==> src/rtl/bcd2bin_pkg.sv <==
// bcd2bin_pkg: shared constants, state encoding and helpers for the
// sequential BCD-to-binary converter (bcd2bin_seq, bcd_digit_corr).
`timescale 1ns/1ps
package bcd2bin_pkg;

  localparam int DIGITS_DEF = 3;   // default BCD digit count
  localparam int BIN_W_DEF  = 10;  // default result width == shift-step count
  localparam int DIG_W      = 4;   // bits per BCD digit

  localparam logic [DIG_W-1:0] CORR_TH  = 4'd8;  // digit >= this gets corrected
  localparam logic [DIG_W-1:0] CORR_VAL = 4'd3;  // amount subtracted on correction
  localparam logic [DIG_W-1:0] DIG_MAX  = 4'd9;  // largest legal BCD digit

  typedef enum logic [1:0] {
    IDLE  = 2'd0,
    SHIFT = 2'd1,
    DONE  = 2'd2
  } state_e;

  function automatic logic digit_invalid(input logic [DIG_W-1:0] d);
    return d > DIG_MAX;
  endfunction

endpackage

==> src/rtl/bcd_digit_corr.sv <==
// bcd_digit_corr: combinational reverse double-dabble digit correction.
// After the right shift a digit that reads 8 or more has received a carry-in
// worth 8 from the digit above, which in decimal is worth only 5, so 3 is
// removed. The result is always >= 5, so no underflow.
// Ports:
//   dig_i  4-bit digit taken from the shifted working register
//   dig_o  corrected digit
`timescale 1ns/1ps
module bcd_digit_corr
  import bcd2bin_pkg::*;
(
  input  logic [DIG_W-1:0] dig_i,
  output logic [DIG_W-1:0] dig_o
);

  assign dig_o = (dig_i >= CORR_TH) ? (dig_i - CORR_VAL) : dig_i;

endmodule

==> src/rtl/bcd2bin_seq.sv <==
// bcd2bin_seq: sequential BCD-to-binary converter, one shift step per clock
// (shift right, subtract 3 from every BCD digit >= 8).
// Optional feature macro: BCD2BIN_ERR_CHECK_EN -- when defined, an operand
// containing a digit above 9 skips the shift phase and completes next cycle
// with oBIN=0, oERR=1. When undefined, oERR is tied low.
// Ports:
//   iCLK    clock, rising edge
//   iRST_N  asynchronous active-low reset
//   iSTART  conversion request, only honoured in IDLE
//   iBCD    packed BCD operand, digit 0 in [3:0], captured on accept
//   oBIN    registered binary result, held until the next oDONE
//   oBUSY   high whenever not IDLE
//   oDONE   one-cycle completion pulse (oBIN/oERR valid)
//   oERR    invalid-digit flag, held with oBIN
`timescale 1ns/1ps
module bcd2bin_seq
  import bcd2bin_pkg::*;
#(
  parameter int DIGITS = DIGITS_DEF,
  parameter int BIN_W  = BIN_W_DEF
) (
  input  logic                    iCLK,
  input  logic                    iRST_N,
  input  logic                    iSTART,
  input  logic [DIG_W*DIGITS-1:0] iBCD,
  output logic [BIN_W-1:0]        oBIN,
  output logic                    oBUSY,
  output logic                    oDONE,
  output logic                    oERR
);

  localparam int BCD_W = DIG_W * DIGITS;
  localparam int WW    = BCD_W + BIN_W;
  localparam int CNT_W = $clog2(BIN_W + 1);
  localparam logic [CNT_W-1:0] LAST_STEP = CNT_W'(BIN_W - 1);

  state_e                       state_q, state_d;
  logic [WW-1:0]                w_q, w_d;
  logic [CNT_W-1:0]             cnt_q, cnt_d;
  logic [BIN_W-1:0]             bin_q, bin_d;

  logic [WW-1:0]                w_shr, w_step;
  logic [DIGITS-1:0][DIG_W-1:0] corr;
  logic                         bcd_bad;

  // One reverse double-dabble step: shift, then correct each BCD digit.
  assign w_shr = w_q >> 1;

  for (genvar g = 0; g < DIGITS; g++) begin : g_corr
    bcd_digit_corr u_corr (
      .dig_i (w_shr[BIN_W + g*DIG_W +: DIG_W]),
      .dig_o (corr[g])
    );
  end

  assign w_step = {corr, w_shr[BIN_W-1:0]};

`ifdef BCD2BIN_ERR_CHECK_EN
  logic err_q, err_d;

  always_comb begin
    bcd_bad = 1'b0;
    for (int i = 0; i < DIGITS; i++)
      bcd_bad = bcd_bad | digit_invalid(iBCD[i*DIG_W +: DIG_W]);
  end
`else
  assign bcd_bad = 1'b0;
`endif

  always_comb begin
    state_d = state_q;
    w_d     = w_q;
    cnt_d   = cnt_q;
    bin_d   = bin_q;
`ifdef BCD2BIN_ERR_CHECK_EN
    err_d   = err_q;
`endif
    case (state_q)
      IDLE: begin
        if (iSTART) begin
          if (bcd_bad) begin
            // Bad operand: report immediately, nothing to convert.
            state_d = DONE;
            bin_d   = '0;
`ifdef BCD2BIN_ERR_CHECK_EN
            err_d   = 1'b1;
`endif
          end else begin
            state_d = SHIFT;
            w_d     = {iBCD, {BIN_W{1'b0}}};
            cnt_d   = '0;
          end
        end
      end
      SHIFT: begin
        w_d   = w_step;
        cnt_d = cnt_q + 1'b1;
        if (cnt_q == LAST_STEP) begin
          state_d = DONE;
          bin_d   = w_step[BIN_W-1:0];
`ifdef BCD2BIN_ERR_CHECK_EN
          err_d   = 1'b0;
`endif
        end
      end
      DONE:    state_d = IDLE;
      default: state_d = IDLE;
    endcase
  end

  always_ff @(posedge iCLK or negedge iRST_N) begin
    if (!iRST_N) begin
      state_q <= IDLE;
      w_q     <= '0;
      cnt_q   <= '0;
      bin_q   <= '0;
`ifdef BCD2BIN_ERR_CHECK_EN
      err_q   <= 1'b0;
`endif
    end else begin
      state_q <= state_d;
      w_q     <= w_d;
      cnt_q   <= cnt_d;
      bin_q   <= bin_d;
`ifdef BCD2BIN_ERR_CHECK_EN
      err_q   <= err_d;
`endif
    end
  end

  assign oBIN  = bin_q;
  assign oBUSY = (state_q != IDLE);
  assign oDONE = (state_q == DONE);
`ifdef BCD2BIN_ERR_CHECK_EN
  assign oERR  = err_q;
`else
  assign oERR  = 1'b0;
`endif

endmodule

==> config.mk <==
export PLATFORM = sky130hd
export DESIGN_NAME = bcd2bin_seq
export DESIGN_NICKNAME = d
export VERILOG_FILES = /design/src/rtl/bcd2bin_pkg.sv /design/src/rtl/bcd_digit_corr.sv /design/src/rtl/bcd2bin_seq.sv
export SDC_FILE = /design/constraint.sdc
export NUM_CORES = 1
export LEC_CHECK = 0
export ABC_AREA = 1
export BUFFER_PORTS_ARGS = -buffer_cell sky130_fd_sc_hd__clkbuf_2
export CAP_MARGIN = 5
export CORE_MARGIN = 2
export CORE_UTILIZATION = 55
export CTS_BUF_LIST = sky130_fd_sc_hd__clkbuf_16
export CTS_CLUSTER_DIAMETER = 100
export DETAILED_ROUTE_END_ITERATION = 10
export PLACE_DENSITY = 0.81
export REMOVE_ABC_BUFFERS = 1
export SYNTH_ARGS = -nofsm -noshare
export SYNTH_HDL_FRONTEND = slang
export SYNTH_SLANG_ARGS = --single-unit
export TNS_END_PERCENT = 100
==> constraint.sdc <==
create_clock -name iCLK -period 1.9 [get_ports iCLK]
set_clock_uncertainty 0.2 [all_clocks]
set_input_delay 0.095 -clock iCLK [delete_from_list [all_inputs] [get_ports iCLK]]
set_output_delay 0.095 -clock iCLK [all_outputs]
set_load 0.01 [all_outputs]
== Yosys cells after proc, flatten, opt, wreduce, memory -nomap -nowiden ==
Cells that the tools add are included.

* Register bits after elaboration: 38
* Latch bits: 0
* Memory bits (writable): 0
* Bits in read-only memories: 0
* Input bits: 15
* Output and inout port bits: 13
* Logic and storage cells: 32
* Memories kept: 0

* Add/sub/neg operators: 4
* Multiply operators: 0
* Divide/modulo/power cells: 0
* $lt $le $gt $ge: 3
* Eq/ne operators: 5
* Shifts and indexed selects: 0
* Muxes and demuxes: 10
* Bitwise gates (word level): 0
* Reductions and logical operators: 6

{| class="wikitable"
|+ Operators with widths
! cell !! number
|-
| case mux 22 bit (2 select lines) || 1
|-
| two-way mux 22 bit || 1
|-
| two-way mux 4 bit || 4
|-
| greater-or-equal comparator 4 bit (second input constant) || 2
|-
| case mux 4 bit (2 select lines) || 1
|-
| subtractor 4 x 2 -> 4 bit (second input constant) || 2
|-
| AND reduction 2 bit || 3
|-
| adder 4 x 1 -> 4 bit (second input constant) || 1
|-
| equality test 4 bit (second input constant) || 1
|-
| greater-or-equal comparator 3 x 4 -> 1 bit (second input constant) || 1
|-
| two-way mux 2 bit || 2
|-
| inequality test 2 bit (second input constant) || 2
|-
| case mux 2 bit (2 select lines) || 1
|-
| nonzero test 2 bit || 2
|-
| subtractor 3 x 2 -> 4 bit (second input constant) || 1
|-
| equality test 2 x 1 -> 1 bit (second input constant) || 1
|-
| equality test 2 bit (second input constant) || 1
|-
| zero test 2 bit || 1
|}

== Longest topological paths before layout ==
Gate-level depths: netlist of the first run.

* Depth in word-level cells: 3
* Depth in mapped cells: 7
* Mapped depth without buffers: 6

== By module ==
A second synthesis of the first run with hierarchy kept.

* Cells, all modules: 249
* Area, all modules: 2030.7 µm²

{| class="wikitable"
|+ By module, submodules not included
! module !! times used !! cells each !! area each (µm²) !! seq. area each (µm²)
|-
| bcd2bin_seq || 1 || 201 || 1764.2 || 925.9
|-
| bcd_digit_corr || 3 || 16 || 88.8 || 0.0
|}

== Worst setup path after synthesis of the first run ==
OpenSTA, ideal clock, no wires.

* Path kind: register to register
* Start: register cnt_q[1]
* End: register bin_q[1] (netlist: oBIN[1])
* Setup time: 129 ps
* Arrival time: 1053 ps
* Required time: 1571 ps
* Slack: 519 ps
* Stages on the path, launching flop included: 7
* Path buffers: 1
* Period minus slack after synthesis: 1381 ps
* Path through: dfrtp_1 > inv_1 > ha_1 > nand3_1 > clkbuf_1 > o21ai_0 > o21ai_0

* Cells in the longest elaborated chain, start to end: 2

{| class="wikitable"
|+ RTL lines
! element !! line !! source
|-
| start: declaration || bcd2bin_seq.sv:39 || <nowiki>logic [CNT_W-1:0] cnt_q, cnt_d;</nowiki>
|-
| start signal: assignment || bcd2bin_seq.sv:123 || <nowiki>cnt_q <= cnt_d;</nowiki>
|-
| equality test 4 bit || bcd2bin_seq.sv:98 || <nowiki>if (cnt_q == LAST_STEP) begin</nowiki>
|-
| AND reduction 2 bit (no source line) || -- ||
|-
| end signal: assignment || bcd2bin_seq.sv:124 || <nowiki>bin_q <= bin_d;</nowiki>
|-
| end: declaration || bcd2bin_seq.sv:40 || <nowiki>logic [BIN_W-1:0] bin_q, bin_d;</nowiki>
|}

Every way passes these cells.
A chain may end at the register's enable or synchronous reset.

== Worst setup path in the final report of the first run ==
* Start: register state_q[0]
* End: register w_q[12]

* Cells in the longest elaborated chain, start to end: 3
* Elaborated cells on any way between the ends: 6
* Classes of those cells: 2 x eq/ne; 1 x mux; 3 x reduce/logical

{| class="wikitable"
|+ RTL lines
! element !! line !! source
|-
| start: declaration || bcd2bin_seq.sv:37 || <nowiki>state_e state_q, state_d;</nowiki>
|-
| start signal: assignment || bcd2bin_seq.sv:121 || <nowiki>state_q <= state_d;</nowiki>
|-
| equality test 2 x 1 -> 1 bit or zero test 2 bit (tied branches) || bcd2bin_seq.sv:78 || <nowiki>case (state_q)</nowiki>
|-
| nonzero test 2 bit (no source line) or inequality test 2 bit (tied branches) || -- ||
|-
| AND reduction 2 bit (no source line) || -- ||
|-
| end signal: assignment || bcd2bin_seq.sv:122 || <nowiki>w_q <= w_d;</nowiki>
|-
| end: declaration || bcd2bin_seq.sv:38 || <nowiki>logic [WW-1:0] w_q, w_d;</nowiki>
|}

Parallel ways exist; a longest one is shown, timed or not.

==> results.md, run 1 <==
- The run finished with clean final reports.
- The die footprint is 0.003667 mm2.
- The critical path goes through inv_2, nand4_1, dlygate4sd3_1, o211ai_1.
- The endpoint required time on the critical path is 1850 ps.
- The final number of max-transition violations is 0.
- The maximum resistive drop on vdd is 0.8714 mV.
- The synthesized netlist contains 23 unique library cells.
- The arrival time of data at the critical path endpoint is 1630 ps.
- Setup repair after global routing left no endpoint under its margin.
- The number of endpoints with negative hold slack in the final report is 0.
- The H-tree generated during clock tree synthesis spans 2 levels.
- The share of synthesized area spent on multiplexers is 0%.
- The power density normalized to cell area is 1613 mW/mm2.
- The post-CTS repair timing setup buffer count is 0.
- After synthesis, the largest family of logic cells by area is simple AND/OR/NAND/NOR gates.
- The most common flop cell mapped by yosys is dfrtp_1.
- The count of buffers from port buffering is 26.
- The remaining antenna violation count is 0.
- On the final layout, the worst hold slack is 195.4 ps.
- The basic-gate share of the synthesized area counting and, or, nand and nor cells is 25.46%.
- After clock tree synthesis, the clock-pin slew on the worst setup and hold paths is 50 ps.
- The weighted congestion at the end of routability-driven global placement is 0.7990.
- The final setup violation count is 0.
- Leaving out fill and tap cells, the most frequent cell in the layout is nand2_1.
- The height of the chip is 60.56 um.
- The maximum fanout along the worst path is 9.
- The synthesized netlist devotes 4.267% of its cell area to adder and majority cells.
- The initial utilization of the core area, before any placement, comes to 57.62%.
- TritonCTS built the clock tree.
- The placed wire-length estimate after detailed placement is 2.263 mm.
- The first global-routing pass estimated 6.313 mm of wire.
- The fraction of synthesized cell area in xor and xnor cells is 0.4979%.
- The finished layout holds 300 standard cells, fillers aside.
- Clock tree synthesis found a total of 37 sinks.
- In this run the cell area measured after placement is 0.001913 mm2.
- The combined area of all synthesized cells is 0.001759 mm2.
- The routed via count divided by cell count is 4.950.
- The complex-gate fraction of the synthesized area is 9.388%.
- For this design the top-level I/O count stands at 28.
- The area of the multi-input gates is 700.7 um2.
- For this run, the register share of the synthesized area comes to 52.63%.
- The number of enable flip-flop cells after synthesis is 0.
- STA classifies the critical path startpoint as a register.
- The library cells used most frequently in the layout, excluding fill and tap cells, are nand2_1, dfrtp_1, clkbuf_2.
- The routed via count is 1485.
- The deepest clock path buffer count is 2.
- In the final layout, flip-flops and latches occupy 925.9 um2.
- The number of CTS-inserted buffers is 5.
- The initial antenna violation count is 0.
- On the worst path, the slowest cell contributes a delay of 550 ps.
- The kind of end point of the critical path is a register.
- Fill cells in the final layout number 242.
- The tool flagged a number of max-cap violations equal to 0.
- The slowest stage cell on the critical path is dlygate4sd3_1.
- The post-route clock period utilization is 88.57%.
- For the finished layout, the period the worst path requires is 1683 ps.
- Cells with a size suffix above 1 make up 17.19% of the layout.
- After detailed routing, the average wire length per cell comes to 12.29 um.
- The relative area change from synthesis to final layout is 26.53%.
- After global routing the overflow that remains totals 0.
- For this block, the initial DRC count from the detailed router was 90.
- The type of the worst setup path is register to register.
- The length of the first detailed-routing pass in iterations is 4.
- The tightest min-delay check is of the input pin to asynchronous set/reset pin type.
- After detailed routing, the number of remaining DRC violations is 0.
- The number of instances in the synthesized netlist is 212.
- The final layout contains 276 nets.
- After detailed placement, the design holds a cell count of 277.
- In the synthesized netlist the async set-or-reset flop fraction comes to 100.0%.
- After clock tree synthesis, the repair step resized 0 gates.
- The site row count is 20.
- The clock insertion delay at the later pin of the skew report is 280 ps.
- In this run, synthesis produced a sequential element count of 37.
- For this design the static power due to leakage is 0.001169 uW.
- The Yosys step of the flow raised 0 warnings.
- The via count of the first global-routing pass is 1448.
- Entering global routing, the biggest net connects 38 pins.
- The area of the core region is 0.003053 mm2.
- After routing, the total negative slack on setup checks comes to 0 ps.
- CTS placed an instance of clkbuf_16 at the clock tree root.
- With fillers left out, the area of the finished cells amounts to 0.002226 mm2.
- The die is 60.56 um wide.
- Global routing used 23.46% of the available tracks.
- The number of antenna diodes in the final layout is 0.
- The routed wire length is 3.688 mm.
- Each instance of the synthesized netlist takes up on average 8.298 um2.
- The maximum clock frequency is 0.5942 GHz.
through the flow:
stage / setup slack, ps / util, % / power [uW]
2_1_floorplan: 309.1 / - / 2214
3_3_place_gp: 413.2 / 62.66 / 2610
3_5_place_dp: 378.9 / 62.66 / 2646
4_1_cts: 226.8 / 72.91 / 3599
5_1_grt: 149.3 / 72.91 / 3861
6_report: 217.1 / 72.91 / 3591
layout make-up:
class                   count  share of cell area (%)
clock buffers               5                   5.621
well taps                  44                   2.473
inverters                  17                   2.867
clock inverters             3                   1.686
multi-input cells         148                   31.48
flip-flops and latches     37                   41.60
repair buffers             46                   14.28
worst paths after layout:
| kind | startpoint | to | slack [ps] | cells after the start |
|---|---|---|---|---|
| setup / recovery | state_q[0] | w_q[12] | 220 | 4 |
| hold / removal | iRST_N | w_q[16] | 200 | 3 |
| setup reg to reg | state_q[0] | w_q[12] | 220 | 4 |
| hold reg to reg | w_q[6] | w_q[6] | 270 | 2 |
| max in group asynchronous | iRST_N | oBIN[4] | 990 | 3 |
| min in group iCLK | w_q[6] | w_q[6] | 270 | 2 |
where the power goes:
group | leakage (uW) | internal [uW] | switching (uW)
clock | 0.0000826 | 608 | 287
combinational | 0.000614 | 491 | 792
sequential | 0.000473 | 1130 | 279
total | 0.00117 | 2230 | 1360
cells in the mapped netlist, drive strengths merged, types with 2 or more instances:
| master | instances | area, um2 |
|---|---|---|
| nand4 | 2 | 12.51 |
| ha | 6 | 75.07 |
| o21ai | 25 | 128.9 |
| clkbuf | 2 | 7.510 |
| a21oi | 3 | 15.01 |
| nand3 | 15 | 75.07 |
| nor2 | 15 | 66.32 |
| inv | 17 | 63.81 |
| o211ai | 2 | 15.01 |
| buf | 8 | 61.31 |
| nand2 | 77 | 294.0 |
| dfrtp | 37 | 925.9 |
sequential cells by signal, summed over array words and instances (netlist names):
register	flops
w_q	21
oBIN	10
cnt_q	4
state_q	2
what timing repair did:
item                                    4_1_cts  5_1_grt
endpoints found under the setup margin        0        0
hold endpoints to repair                     49        0
hold buffers                                 15        0
worst max-delay path, delay by kind of cell, from the launching register on:
| family | cells | cell delay (ps) |
|---|---|---|
| compound gates | 1 | 90 |
| buf+inv | 2 | 640 |
| flops | 1 | 530 |
| simple gates | 1 | 90 |
metal layers:
layer	track usage [%]	vias to the layer above	share of wire, %
li1	-	756	-
met1	32.16	671	47
met2	36.80	53	47
met3	4.904	5	5.4
met4	9.627	0	1.3
met5	0	-	0
cells by family after synthesis:
group,Yosys count
fa+ha+maj,6
buf+inv,27
compound gates,31
simple gates,109
flops,37
xor+xnor,1
other cells,1
Power figures use the tool's default switching activity.
==> run 2: changes to the inputs <==
--- a/config.mk
+++ b/config.mk
@@ -9,11 +9,11 @@
 export BUFFER_PORTS_ARGS = -buffer_cell sky130_fd_sc_hd__clkbuf_2
 export CAP_MARGIN = 5
 export CORE_MARGIN = 2
-export CORE_UTILIZATION = 55
+export CORE_UTILIZATION = 45
 export CTS_BUF_LIST = sky130_fd_sc_hd__clkbuf_16
 export CTS_CLUSTER_DIAMETER = 100
 export DETAILED_ROUTE_END_ITERATION = 10
-export PLACE_DENSITY = 0.81
+export PLACE_DENSITY = 0.69
 export REMOVE_ABC_BUFFERS = 1
 export SYNTH_ARGS = -nofsm -noshare
 export SYNTH_HDL_FRONTEND = slang
==> constraint.sdc (replaced) <==
create_clock -name iCLK -period 1.97 [get_ports iCLK]
set_clock_uncertainty 0.2 [all_clocks]
set_input_delay 0.0985 -clock iCLK [delete_from_list [all_inputs] [get_ports iCLK]]
set_output_delay 0.0985 -clock iCLK [all_outputs]
set_load 0.01 [all_outputs]
==> results.md, run 2 (same netlist as run 1, synthesis figures left out) <==
- The actual transition at the worst max-transition pin is 511.5 ps.
- The overall power after layout is 3476 uW.
- After detailed routing, no signal wire sits above met4.
- For this design the static power due to leakage is 0.001161 uW.
- Setup repair after global routing left no endpoint under its margin.
- The final setup violation count is 0.
- The register-to-register setup slack is 310 ps.
- The signal on the critical path passes through inv_2, nand4_1, dlygate4sd3_1, o211ai_1.
- The final layout contains 274 nets.
- The startpoint of the most critical register-to-register path is state_q[0].
- The clock insertion delay at the later pin of the skew report is 280 ps.
- The number of cells on the worst reg-to-reg path is 4.
- The placed wire-length estimate after detailed placement is 2.450 mm.
- The path with the worst hold slack has its endpoint at w_q[10].
- The headroom to the max-slew limit is 65.90%.
- The tool flagged a number of max-cap violations equal to 0.
- The average wire length per cell after detail routing is 12.29 um.
- The maximum fanout along the worst path is 9.
- The initial antenna violation count is 0.
- The initial core utilization is 47.34%.
- Clock tree synthesis selected as its root buffer the cell clkbuf_16.
- The final number of max-transition violations is 0.
- For this run the aggregate overflow at the end of global routing stands at 0.
- The routed via count divided by cell count is 4.864.
- The number of filler instances in the final layout is 347.
- The die footprint is 0.004426 mm2.
- The number of endpoints with negative hold slack in the final report is 0.
- Counting along the longest clock path gives a buffer depth of 2.
- Dividing the final minimum period by the clock period gives 84.39%.
- The worst min-delay path category is input pin to register.
- For this block, the routed nets add up to 3.712 mm of wire.
- For the final routed database, the setup TNS stands at 0 ps.
- The core region is 0.003716 mm2.
- For this design the ratio of total power to cell area is 1572 mW/mm2.
- The weighted congestion at the end of routability-driven global placement is 0.7862.
- Counting instances, the worst hold path has a depth of 5.
- The arrival time of data at the critical path endpoint is 1610 ps.
- Clock tree synthesis found a total of 37 sinks.
- The clock tree synthesis step divided the H-tree into 2 levels.
- The number of antenna diodes in the final layout is 0.
- In the layout the commonest cells are nand2_1, dfrtp_1, clkbuf_2.
- The TritonCTS clock tree is done.
- The relative area change from synthesis to final layout is 25.68%.
- After detailed routing, the wire length on met1 is 1.761 mm.
- The total I/O pin count is 28.
- The first global-routing pass estimated 6.154 mm of wire.
- The routed via count is 1469.
- The maximum number of pins on one net before global-route repair is 38.
- Across every metal layer, demand over resource in global routing totals 18.97%.
- Across the VDD grid, the largest voltage drop is 0.6668 mV.
- The area of the multi-input gates is 700.7 um2.
- The largest register by flop count is w_q.
- The via count of the first global-routing pass was 1355.
- The longest individual stage delay on the worst path is 550 ps.
- The count of buffers from port buffering is 26.
- The sum of met3 wire segment lengths after detailed routing is 111 um.
- The pre-antenna-repair detailed-routing pass consisted of 4 iterations.
- The clock edge transition at the registers on the reported setup and hold paths is 50 ps.
- The horizontal die dimension is 66.53 um.
- STA classifies the critical path endpoint as a register.
- The site row count is 22.
- The clock period could shrink to 1662 ps.
- The flow ran to the end, and the final reports show no timing, DRC or antenna violations.
- The critical path in this run is classified as register to register.
- The endpoint required time on the critical path is 1920 ps.
- The most frequent standard cell in the layout excluding fill and tap cells is nand2_1.
- The slowest stage of the critical path is the dlygate4sd3_1 cell.
- After detailed routing, the met2 layer carries 1.803 mm of wire.
- The maximum clock frequency is 0.6015 GHz.
- The post-route netlist has 17.32% of its cells at a drive strength greater than 1.
- In this run the critical register-to-register path is captured at w_q[12].
- The flip-flop count of the largest register, all copies and words added is 21.
- Once detail routing completed, the nets flagged for antenna violations numbered 0.
- The startpoint of the most critical hold path is iBCD[0].
- Measured on the finished design, the core utilization comes to 59.49%.
- The die is 66.53 um tall.
- The violation count after the first detailed-route iteration is 79.
- The sort of element at the start of the critical path is a register.
- The number of CTS-inserted buffers is 5.
- After detailed routing, the number of remaining DRC violations is 0.
- The area taken by flip-flops and latches is 925.9 um2.
-- run 2: cell types whose count changed in the layout (fill, tap and decap cells not counted) --
cell           before  now
dlygate4sd3_1      15   13
-- run 2: metrics by stage --
| step | hold slack [ps] | instances | setup WS, ps | cell area [um2] |
|---|---|---|---|---|
| floorplan | -397.1 | 202 | 379.1 | 1690 |
| global placement | -22.92 | 281 | 394.2 | 1918 |
| detailed placement | -30.20 | 281 | 345.9 | 1918 |
| CTS | 18.44 | 302 | 311.7 | 2211 |
| global route | 64.16 | 302 | 221.1 | 2211 |
| finish | 29.80 | 302 | 307.6 | 2211 |
-- run 2: final cells by class --
cell class | count | share of cell area (%)
sequential | 37 | 41.88
multi-input combinational | 148 | 31.69
timing repair buffer | 44 | 13.47
clock buffer | 5 | 5.659
inverter | 17 | 2.886
tap | 48 | 2.716
clock inverter | 3 | 1.698
-- run 2: per-layer routing --
| layer | vias up | GRT usage (%) |
|---|---|---|
| li1 | 746 | - |
| met1 | 696 | 22.90 |
| met2 | 21 | 32.75 |
| met3 | 6 | 5.068 |
| met4 | 0 | 6.122 |
| met5 | - | 0 |
-- run 2: worst max path at each step --
stage / slack, ps / cells past startpoint / endpoint / from
4_1_cts: 310 / 4 / w_q[12] / state_q[0]
5_1_grt: 220 / 4 / w_q[12] / state_q[0]
2_1_floorplan: 380 / 5 / oBIN[1] / cnt_q[1]
6_report: 310 / 4 / w_q[12] / state_q[0]
3_3_place_gp: 390 / 5 / w_q[18] / state_q[0]
3_5_place_dp: 350 / 4 / oBIN[9] / state_q[0]
-- run 2: power by group --
| part | internal [uW] | switching [uW] | total, uW |
|---|---|---|---|
| combinational | 475 | 748 | 1220 |
| clock | 588 | 295 | 883 |
| sequential | 1090 | 278 | 1370 |
-- run 2: critical path: cells and delay by family, from the launching register on --
family          cells  cell delay [ps]
compound gates      1               90
flops               1              520
buf+inv             2              640
simple gates        1               80
-- run 2: repair_timing --
action | in CTS | in global routing
gates resized for setup | 0 | 0
hold buffers | 13 | 0
hold endpoints to repair | 48 | 0
buffers inserted | 0 | 0
